File: config.mk
export PLATFORM = sky130hd
export DESIGN_NAME = bcd_scan_ctrl_flat
export DESIGN_NICKNAME = d
export VERILOG_FILES = /design/src/rtl/bcd_scan_ctrl_if.sv /design/src/rtl/bcd_scan_ctrl.sv /design/src/flat_wrapper.sv
export SDC_FILE = /design/constraint.sdc
export NUM_CORES = 1
export LEC_CHECK = 0
export ABC_CLOCK_PERIOD_IN_PS = 3700
export CAP_MARGIN = 20
export CORE_UTILIZATION = 50
export DETAILED_ROUTE_END_ITERATION = 10
export HOLD_SLACK_MARGIN = 0.06
export PLACE_DENSITY_LB_ADDON = 0.1
export SETUP_SLACK_MARGIN = 0.5
export SLEW_MARGIN = 20
export SYNTH_ARGS = -nofsm -noshare
export SYNTH_HDL_FRONTEND = slang
export SYNTH_SLANG_ARGS = --single-unit
File: constraint.sdc
create_clock -name P -period 3.7 [get_ports P]
set_input_delay 1.11 -clock P [delete_from_list [all_inputs] [get_ports P]]
set_output_delay 1.11 -clock P [all_outputs]
set_load 0.02 [all_outputs]
File: src/rtl/bcd_scan_ctrl_if.sv
// bcd_scan_ctrl_if: count controls in, scanned display and live count out.
// master drives inc/clr/hold; slave is the scan controller.
interface bcd_scan_ctrl_if;
    logic        inc;
    logic        clr;
    logic        hold;
    logic [3:0]  C;
    logic [3:0]  AN;
    logic        ovf;
    logic [15:0] val;

    modport master (
        output inc,
        output clr,
        output hold,
        input  C,
        input  AN,
        input  ovf,
        input  val
    );

    modport slave (
        input  inc,
        input  clr,
        input  hold,
        output C,
        output AN,
        output ovf,
        output val
    );
endinterface

File: src/rtl/bcd_scan_ctrl.sv
// bcd_scan_ctrl: 4-digit cascaded BCD counter with a multiplexed
// 7-segment scan, dead-time gaps and leading-zero blanking.
module bcd_scan_ctrl #(
    parameter int DIV       = 1000,
    parameter int BLANK_CYC = 4
) (
    input logic            P,
    input logic            R,
    bcd_scan_ctrl_if.slave bus
);
    localparam int MAXC = (DIV > BLANK_CYC) ? DIV : BLANK_CYC;
    localparam int CW   = (MAXC > 1) ? $clog2(MAXC) : 1;
    localparam logic [CW-1:0] ON_LAST = CW'(DIV - 1);
    localparam logic [CW-1:0] BL_LAST = CW'(BLANK_CYC - 1);

    typedef enum logic {
        S_ON,
        S_BLANK
    } state_t;

    state_t         st_q;
    state_t         st_n;
    logic [1:0]     k_q;
    logic [1:0]     k_n;
    logic [CW-1:0]  cnt_q;
    logic [CW-1:0]  cnt_n;
    logic [15:0]    snap_q;
    logic [15:0]    snap_n;
    logic [15:0]    val_q;
    logic [15:0]    val_n;
    logic           ovf_q;
    logic           ovf_n;
    logic [3:0]     an_q;
    logic [3:0]     an_n;
    logic [3:0]     c_q;
    logic [3:0]     c_n;
    logic           carry;

    function automatic logic [3:0] dig_sel(
        input logic [15:0] s,
        input logic [1:0]  d
    );
        return s[{d, 2'b00} +: 4];
    endfunction

    // digit d is dark when it and everything above it is zero
    function automatic logic lz_blank(
        input logic [15:0] s,
        input logic [1:0]  d
    );
        logic [15:0] hi;
        hi = s >> {d, 2'b00};
        return (d != 2'd0) && (hi == 16'd0);
    endfunction

    always_comb begin
        val_n = val_q;
        ovf_n = 1'b0;
        carry = bus.inc;
        for (int i = 0; i < 4; i++) begin
            if (carry) begin
                if (val_q[4*i +: 4] == 4'd9) begin
                    val_n[4*i +: 4] = 4'd0;
                end else begin
                    val_n[4*i +: 4] = val_q[4*i +: 4] + 4'd1;
                    carry = 1'b0;
                end
            end
        end
        if (bus.clr) begin
            val_n = 16'h0000;
        end else begin
            ovf_n = carry;
        end
    end

    always_comb begin
        st_n   = st_q;
        k_n    = k_q;
        cnt_n  = cnt_q + 1'b1;
        snap_n = snap_q;
        case (st_q)
            S_ON: begin
                if (cnt_q == ON_LAST) begin
                    st_n  = S_BLANK;
                    cnt_n = '0;
                end
            end
            S_BLANK: begin
                if (cnt_q == BL_LAST) begin
                    st_n  = S_ON;
                    cnt_n = '0;
                    k_n   = k_q + 2'd1;
                    if (k_q == 2'd3 && !bus.hold) begin
                        snap_n = val_q;
                    end
                end
            end
            default: begin
                st_n  = S_ON;
                cnt_n = '0;
            end
        endcase
        an_n = 4'b1111;
        c_n  = 4'd0;
        if (st_n == S_ON && !lz_blank(snap_n, k_n)) begin
            an_n = ~(4'b0001 << k_n);
            c_n  = dig_sel(snap_n, k_n);
        end
    end

    always_ff @(posedge P or negedge R) begin
        if (!R) begin
            st_q   <= S_ON;
            k_q    <= 2'd0;
            cnt_q  <= '0;
            snap_q <= 16'h0000;
            an_q   <= 4'b1110;
            c_q    <= 4'd0;
        end else begin
            st_q   <= st_n;
            k_q    <= k_n;
            cnt_q  <= cnt_n;
            snap_q <= snap_n;
            an_q   <= an_n;
            c_q    <= c_n;
        end
    end

    always_ff @(posedge P or negedge R) begin
        if (!R) begin
            val_q <= 16'h0000;
            ovf_q <= 1'b0;
        end else begin
            val_q <= val_n;
            ovf_q <= ovf_n;
        end
    end

    assign bus.C   = c_q;
    assign bus.AN  = an_q;
    assign bus.ovf = ovf_q;
    assign bus.val = val_q;
endmodule
File: src/flat_wrapper.sv
// flat-port wrapper written by rule: the top's interface ports become plain ports
module bcd_scan_ctrl_flat 
#(
    parameter int DIV       = 1000,
    parameter int BLANK_CYC = 4
)
  (P, R, bus_inc, bus_clr, bus_hold, bus_C, bus_AN, bus_ovf, bus_val);
  bcd_scan_ctrl_if bus_i ();
  input logic P;
  input logic R;
  input wire logic [$bits(bus_i.inc)-1:0] bus_inc;
  input wire logic [$bits(bus_i.clr)-1:0] bus_clr;
  input wire logic [$bits(bus_i.hold)-1:0] bus_hold;
  output wire logic [$bits(bus_i.C)-1:0] bus_C;
  output wire logic [$bits(bus_i.AN)-1:0] bus_AN;
  output wire logic [$bits(bus_i.ovf)-1:0] bus_ovf;
  output wire logic [$bits(bus_i.val)-1:0] bus_val;
  assign bus_i.inc = bus_inc;
  assign bus_i.clr = bus_clr;
  assign bus_i.hold = bus_hold;
  assign bus_C = bus_i.C;
  assign bus_AN = bus_i.AN;
  assign bus_ovf = bus_i.ovf;
  assign bus_val = bus_i.val;
  bcd_scan_ctrl #(.DIV(DIV), .BLANK_CYC(BLANK_CYC)) u_core (.P(P), .R(R), .bus(bus_i));
endmodule
==> reports/metrics.cfg <==
[timing]
period_needed_ns = 3.12
clock_skew_ns = 0.00585
slew_violations = 0
setup_violations = 0
relSlewSlack = 0.546
worst_slack_ns = 0.584
rsz0062_at_grt = false
finalCritPeriodShare = 0.842
max_freq_mhz = 321
worst_pin_slew_ns = 0.682
hold_violations = 0
whs_ns = 0.464

[power_and_ir_drop]
irDropWorstVdd_uv = 225
leakagePower_uw = 0.00160
power_density_nw_per_um2 = 299

[finish]
area_delta_synth_final_pct = 25.9
antenna_cells = 0
post-route-util = 0.659
final_nets = 327
drive_gt1_frac = 0.185
instances_no_fill = 383
design_area_sq_um = 3410

[critical_path]
crit_type = primary input to register
cp.required_ns = 3.94
end_kind = register
startpoint_type = primary input
rrSetupSlack_ns = 0.77
cp_max_fo = 5
crit_arrival_ns = 3.36

[hold_path]
min_path_type = register to register

[global_route]
grt_max_degree = 55
grt_pass1_wl_um = 8900
grtUsageTotal = 0.212
antenna_found_initial = 0
globalRouteOverflowTotal = 0
first_global_vias = 1853

[cts]
clock_path_buffers = 2
cts_tree = done
clk_latency_ns = 0.31
clock_sinks = 54
clk_pin_slew_ns = 0.09
htree_num_levels = 2
cts_root_buffer = clkbuf_8
cts_buffers = 5

[floorplan]
coreArea_sq_um = 5170
die_w_um = 75.6
die_y_um = 75.6
die_area_sq_um = 5710
io_pins = 30
initial_core_util = 0.523
rows = 26

[routing]
num_vias = 2008
wl_per_cell_um = 14.3
drt-total-wl_um = 5470
via_per_inst = 5.24
drtAntennaViolNets = 0
drtIter0Drc = 124
dr.pass1.iters = 4
drc = 0

[logic_synthesis]
ys_ff_latch = 54
ys_types = 42
postSynthCellCount = 263
ys.flop_type = dfrtp_1
synthArstFlopShare = 1.00
syn_area_sq_um = 2710
ys_top_cells_by_count = 51 x dfrtp_1, 29 x nor2_1, 21 x mux2i_1
synth.avg_cell_area_sq_um = 10.3
netlist_top_cells_area = dfrtp_1 47%, mux2i_1 7.8%, ha_1 4.6%
seq_area_frac_synth = 0.501
synth-edff-count = 0
netlist.top_cell.by_area = dfrtp_1
yosysMostFrequentCell = dfrtp_1
synth_fp_nets = 278
ys_warn_count = 0
synth_top_cell_area_share = 0.472

[placement]
io_buffer_count = 29
place_inst = 361
dpl.hpwl_um = 3600
post-place-ws_ns = -0.0406
place_area_sq_um = 3100
gp_congestion = 0.763

[job]
maxCapViolCount = 0

[run_status]
status = finished, final reports clean

==> layout by cell type (no fill, tap or decap), types with 2 or more instances in the layout <==
cell,Yosys,layout
mux2_2,7,4
xnor2_1,2,2
and2_1,2,2
nor3_1,11,11
mux2i_1,21,14
mux2_4,0,4
and4_4,1,2
mux2i_2,0,3
o21ai_0,10,10
o211ai_1,2,2
mux2i_4,0,4
clkinv_2,0,2
nand3_1,9,9
nor2b_1,3,3
clkdlybuf4s50_1,0,27
a21oi_1,17,17
buf_6,0,4
clkbuf_8,0,5
nor2_1,29,29
inv_1,20,20
dfrtp_1,51,51
nand4_1,4,4
or2_2,3,3
xor2_1,4,4
ha_1,10,10
nand2_1,18,18
a21o_1,2,2
or3_1,4,4
dfstp_2,3,3
buf_4,0,16
and3b_1,4,4
==> what timing repair did <==
action,in CTS,in global routing
resized for setup,19,5
setup endpoints to repair,3,3
pin swaps,3,1
hold buffers,0,0
setup buffers,13,1
==> worst paths after layout <==
kind | from | to | cells past startpoint
max | bus_hold | u_core.bus.AN[2] | 11
min in group asynchronous | R | u_core.bus.val[3] | 2
max reg2reg | u_core.cnt_q[0] | u_core.bus.AN[2] | 11
min | u_core.cnt_q[0] | u_core.cnt_q[0] | 1
max in group asynchronous | R | u_core.snap_q[2] | 2
min reg2reg | u_core.cnt_q[0] | u_core.cnt_q[0] | 1
==> layer usage <==
layer | track usage | share of wire | up-vias
li1 | - | - | 1004
met1 | 0.297 | 0.51 | 965
met2 | 0.336 | 0.46 | 33
met3 | 0.0476 | 0.025 | 6
met4 | 0.0535 | 0.010 | 0
met5 | 0 | 0 | -
==> critical path, stage by stage <==
cell	delay [ns]
clkdlybuf4s15_1	0.16
and3b_1	0.20
and4_4	0.28
buf_6	0.11
mux2i_2	0.21
inv_1	0.09
mux2_4	0.26
a32o_1	0.20
a21o_1	0.16
o41a_1	0.46
nand3b_1	0.11
==> kinds of logic (layout without fill, tap and decap cells) <==
group / count (synthesis) / count (layout) / share of synthesized area
compound gates: 36 / 36 / 0.0777
simple gates: 98 / 98 / 0.191
mux: 30 / 30 / 0.115
fa+ha+maj: 10 / 10 / 0.0462
xor+xnor: 7 / 7 / 0.0296
buf+inv: 28 / 78 / 0.0398
flops: 54 / 54 / 0.501
==> power breakdown <==
group          internal, uW  total, uW  switching, uW  leakage (uW)
Clock                   199        393            193     0.0000579
Combinational          9.30       30.0           20.7      0.000818
Sequential              591        595           4.00      0.000729
==> registers in the layout (all words and copies together), names as in the netlist <==
signal	flops
u_core.bus.AN	4
u_core.bus.C	4
u_core.bus.ovf	1
u_core.bus.val	16
u_core.cnt_q	10
u_core.k_q	2
u_core.snap_q	16
u_core.st_q	1
==> stage by stage <==
step / TNS [ns] / total power, uW
after CTS: 0 / 1030
after global placement: 0 / 638
final: 0 / 1020
after global routing: 0 / 1060
after detailed placement: -0.0779 / 638
after floorplan: 0 / 616
==> area by class of cell <==
cell class / count / area [sq um]
Timing Repair Buffer: 49 / 450
Multi-Input combinational cell: 181 / 1330
Inverter: 21 / 78.8
Clock buffer: 5 / 68.8
Tap cell: 70 / 87.6
Sequential cell: 54 / 1360
Fill cell: 433 / 1760
Clock inverter: 3 / 40.0
No activity file was read; power rests on OpenSTA's default activity.
